File: src/rtl/loader_write_buffer.sv
// Write buffer between game_loader and the SDRAM front-end: queues {addr, data}
// writes and replays them one per NES slot, and reports load completion once drained.
module loader_write_buffer #(
    parameter int DEPTH  = 8,
    parameter int ADDR_W = 22
) (
    input  logic                    clk,
    input  logic                    reset,
    input  logic                    in_write,
    input  logic [ADDR_W-1:0]       in_addr,
    input  logic [7:0]              in_data,
    input  logic                    in_done,
    input  logic                    slot,
    output logic                    mem_write,
    output logic [ADDR_W-1:0]       mem_addr,
    output logic [7:0]              mem_data,
    output logic                    in_ready,
    output logic [$clog2(DEPTH):0]  level,
    output logic                    overflow,
    output logic                    done
);

    localparam int AW    = $clog2(DEPTH);
    localparam int ENT_W = ADDR_W + 8;

    typedef enum logic {
        IDLE  = 1'b0,
        ISSUE = 1'b1
    } state_t;

    state_t            state_q, state_d;
    logic [AW:0]       wr_ptr_q, wr_ptr_d;
    logic [AW:0]       rd_ptr_q, rd_ptr_d;
    logic [ADDR_W-1:0] mem_addr_q, mem_addr_d;
    logic [7:0]        mem_data_q, mem_data_d;
    logic              overflow_q, overflow_d;
    logic              done_seen_q, done_seen_d;
    logic              done_q, done_d;

    logic [ENT_W-1:0]  fifo_q [DEPTH];
    logic [ENT_W-1:0]  head;
    logic              empty;
    logic              full;
    logic              push;
    logic              pop;

    assign empty = (wr_ptr_q == rd_ptr_q);
    assign full  = (wr_ptr_q[AW] != rd_ptr_q[AW]) &&
                   (wr_ptr_q[AW-1:0] == rd_ptr_q[AW-1:0]);
    assign pop   = slot && !empty;
    // A full FIFO can still take a write when the head leaves on the same edge.
    assign push  = in_write && (!full || pop);
    assign head  = fifo_q[rd_ptr_q[AW-1:0]];

    always_comb begin
        state_d     = state_q;
        mem_addr_d  = mem_addr_q;
        mem_data_d  = mem_data_q;
        wr_ptr_d    = wr_ptr_q + {{AW{1'b0}}, push};
        rd_ptr_d    = rd_ptr_q + {{AW{1'b0}}, pop};
        overflow_d  = overflow_q | (in_write && full && !pop);
        done_seen_d = in_done;
        if (slot) begin
            if (!empty) begin
                state_d    = ISSUE;
                mem_addr_d = head[ENT_W-1:8];
                mem_data_d = head[7:0];
            end else begin
                state_d = IDLE;
            end
        end
        // Evaluated on next-state values so done rises on the edge the last issue ends.
        done_d = done_seen_d && (wr_ptr_d == rd_ptr_d) && (state_d == IDLE) && !in_write;
    end

    always_ff @(posedge clk or posedge reset) begin
        if (reset) begin
            state_q     <= IDLE;
            wr_ptr_q    <= '0;
            rd_ptr_q    <= '0;
            mem_addr_q  <= '0;
            mem_data_q  <= '0;
            overflow_q  <= 1'b0;
            done_seen_q <= 1'b0;
            done_q      <= 1'b0;
        end else begin
            state_q     <= state_d;
            wr_ptr_q    <= wr_ptr_d;
            rd_ptr_q    <= rd_ptr_d;
            mem_addr_q  <= mem_addr_d;
            mem_data_q  <= mem_data_d;
            overflow_q  <= overflow_d;
            done_seen_q <= done_seen_d;
            done_q      <= done_d;
        end
    end

    // Entry storage needs no reset: only slots between the pointers are ever read.
    always_ff @(posedge clk) begin
        if (push) begin
            fifo_q[wr_ptr_q[AW-1:0]] <= {in_addr, in_data};
        end
    end

    assign mem_write = (state_q == ISSUE);
    assign mem_addr  = mem_addr_q;
    assign mem_data  = mem_data_q;
    assign in_ready  = !full;
    assign level     = wr_ptr_q - rd_ptr_q;
    assign overflow  = overflow_q;
    assign done      = done_q;

endmodule

File: config.mk
export PLATFORM = sky130hd
export DESIGN_NAME = loader_write_buffer
export DESIGN_NICKNAME = d
export VERILOG_FILES = /design/src/rtl/loader_write_buffer.sv
export SDC_FILE = /design/constraint.sdc
export NUM_CORES = 1
export LEC_CHECK = 0
export BUFFER_PORTS_ARGS = -buffer_cell sky130_fd_sc_hd__buf_4
export CAP_MARGIN = 20
export CORE_ASPECT_RATIO = 1.1
export CORE_MARGIN = 8
export CORE_UTILIZATION = 36
export CTS_CLUSTER_SIZE = 25
export DETAILED_ROUTE_END_ITERATION = 10
export PLACE_DENSITY = 0.49
export SKIP_CTS_REPAIR_TIMING = 1
export SKIP_LAST_GASP = 1
export SLEW_MARGIN = 0
export SYNTH_ARGS = -nofsm -noshare
export SYNTH_HDL_FRONTEND = slang
export SYNTH_SLANG_ARGS = --single-unit
File: constraint.sdc
create_clock -name clk -period 5.2 [get_ports clk]
set_input_delay 1.04 -clock clk [delete_from_list [all_inputs] [get_ports clk]]
set_output_delay 1.04 -clock clk [all_outputs]
set_load 0.01 [all_outputs]
==> flow_summary.yaml <==
status:
  status: "complete, no violations"
global_route:
  grt_pass1_wl_mm: 34.91
  grt_usage_pct: 12.59
  antenna_found_initial: 0
  grt_pass1_vias: 5927
  overflow: 0
  grt_start_max_net_pins: 68
setup_path:
  cp_data_arrival_time_ps: 2510
  r2r_slack_ps: 1880
  startpoint_type: "flip-flop"
  max_stage_delay_ps: 950
  crit_path_end_kind: "output pin"
  critPathKind: "reg -> out"
  cp.required_ps: 4160
  path_cells: "ha_1, inv_1, a21o_1, a21oi_1, xor2_1, buf_4"
  slowest_stage: "dfrtp_4"
  critPathMaxFanout: 56
logic_synthesis:
  synth_fa_ha_area_share_pct: 0.9904
  ys_warn_count: 0
  syn_inst: 613
  seq_area_frac_synth_pct: 75.78
  synth_compound_area_share_pct: 6.184
  ys.flop_type: "edfxtp_1"
  yosysTopAreaCell: "edfxtp_1"
  yosys.area.top_type_share_pct: 66.34
  synth_enable_flop_cells: 240
  synth_fp_nets: 656
  ys_ff_latch: 281
  synth_top_family_by_area: "multiplexers"
  ys_top_cells_by_area: "edfxtp_1, dfrtp_1, mux2_2, mux2i_1, o221ai_1"
  yosys.area_share.simple_pct: 2.211
  syn-cell-area_um2: 10860
  synthMuxAreaShare_pct: 11.75
  async_flop_share_pct: 14.59
  synth_cell_types: 35
  ys_top_cells_by_count: "edfxtp_1, mux2_2, mux2i_1, dfrtp_1, nand2_1"
  synth.avg_cell_area_um2: 17.72
  yosysMostFrequentCell: "edfxtp_1"
  synth-xor-area-share_pct: 0.8868
placement:
  dp_slack_ps: 1777
  place_inst: 1036
  dp_hpwl_mm: 12.67
  placed_cell_area_um2: 11810
  port_buffers: 72
  place_congestion: 0.7243
cts:
  htreeDepth: 1
  clock_sinks: 281
  clkTransAtPathRegs_ps: 60
  cts_tree: "built"
  clock_path_buffers: 3
  clkLatencyLatePin_ps: 540
  cts_root_buffer: "clkbuf_16"
  numCtsBuffers: 29
timing:
  fmax_mhz: 281.3
  hold_violations: 0
  drv_slew: 0
  grt_setup_unrepaired: "false"
  period_minus_slack_ps: 3555
  skew_ps: 7.372
  fin_crit_sh_pct: 68.36
  setup_ws_ps: 1645
  setup_violations: 0
  worstMarginPinSlew_ps: 1065
  maxSlewHeadroom_pct: 28.81
  tns_ps: 0
cells_and_area:
  finalNetCount: 738
  syn_to_final_growth_pct: 17.98
  drive_gt1_share_pct: 27.58
  finalNonFillerCells: 1092
  diodes: 0
  final_cell_area_um2: 12820
route:
  route.antenna.remaining_nets: 0
  routed_wl_mm: 22.51
  vias: 5426
  vias_per_cell: 4.969
  drc: 0
  dr.pass1.iters: 4
  drt-initial-drc-count: 241
  routedWlPerCell_um: 20.61
pwr:
  leakagePower_uw: 0.004573
  powerDensity_nw_per_um2: 587.5
  vdd_drop_max_mv: 0.2291
die:
  die-area_um2: 36000
  die_h_um: 198.2
  num_rows: 66
  start_util_pct: 36.65
  core-area_um2: 29650
  die_x_um: 181.6
  num_io_pins: 73
hold_path:
  hold_path_class: "reg -> reg"
job:
  drv_cap: 0
==> kinds of logic (layout without fill, tap and decap cells) <==
kind of cell / Yosys count / count (layout)
DFF: 281 / 281
muxes: 120 / 120
AOI/OAI and AO/OA: 95 / 95
and+or+nand+nor: 55 / 55
buffers and inverters: 43 / 148
xor gates and xnor gates: 11 / 11
adders and majority gates: 8 / 8
==> worst max-delay path: cells and delay by family, from the launching register on <==
family	cells	cell delay (ps)
adders and majority gates	1	340
AOI/OAI and AO/OA	2	330
buffers and inverters	2	190
DFF	1	950
xor gates and xnor gates	1	160
==> layout make-up <==
class	instances	area, um^2
Clock buffer	42	814.5
Multi-Input combinational cell	289	2460
Fill cell	2599	16830
Clock inverter	12	141.4
Timing Repair Buffer	83	655.6
Tap cell	374	467.9
Sequential cell	281	8237
Inverter	11	41.29
==> cells in the final DEF (no fill, tap or decap), types with 2 or more instances in the layout <==
| master | instances |
|---|---|
| a221o_1 | 11 |
| a22oi_1 | 19 |
| buf_4 | 81 |
| bufinv_16 | 3 |
| clkbuf_1 | 9 |
| clkbuf_16 | 29 |
| clkbuf_8 | 4 |
| clkinv_1 | 3 |
| clkinv_2 | 3 |
| dfrtp_1 | 40 |
| edfxtp_1 | 240 |
| ha_1 | 7 |
| inv_1 | 10 |
| inv_6 | 2 |
| mux2_2 | 60 |
| mux2i_1 | 60 |
| nand2_1 | 33 |
| nand2b_1 | 3 |
| nand3_1 | 5 |
| nor2_4 | 6 |
| nor3_2 | 2 |
| o21ai_1 | 31 |
| o221ai_1 | 19 |
| o22ai_1 | 11 |
| xnor2_1 | 5 |
| xor2_1 | 6 |
==> sequential cells by signal (all words and copies together), names as in the netlist <==
name,count
done,1
overflow,1
mem_data,8
mem_write,1
wr_ptr_q,4
mem_addr,22
fifo_q,240
rd_ptr_q,4
==> metrics by stage <==
stage          util (%)  power [uW]  hold WS [ps]
5_1_grt           43.23        7963         511.9
6_report          43.23        7530         486.2
2_1_floorplan         -        4720         501.5
3_5_place_dp      39.85        5583         478.9
3_3_place_gp      39.85        5534         471.6
4_1_cts           43.07        7656         491.7
==> worst paths after layout <==
kind	from	cells after the start	endpoint
max	rd_ptr_q[0]	6	level[3]
min	overflow	1	overflow
max reg2reg	rd_ptr_q[0]	5	fifo_q[2][4]
min reg2reg	overflow	1	overflow
max in group asynchronous	reset	3	rd_ptr_q[0]
min in group asynchronous	reset	3	mem_addr[5]
==> report_power, final <==
| part | leakage, uW | internal (uW) | switching (uW) | total [uW] |
|---|---|---|---|---|
| clock | 0.000465 | 1240 | 817 | 2050 |
| combinational | 0.00144 | 1020 | 1270 | 2290 |
| sequential | 0.00267 | 2920 | 264 | 3180 |
| total | 0.00457 | 5180 | 2350 | 7530 |
==> metal layers <==
layer / share of wire [%] / routed length [um] / track usage [%]
met1: 43 / 9676 / 15.15
met2: 52 / 11730 / 22.80
met3: 3.2 / 719 / 2.145
met4: 1.7 / 375 / 3.737
met5: 0 / 0 / 0
Note: power is estimated with default switching activity, not from simulation.
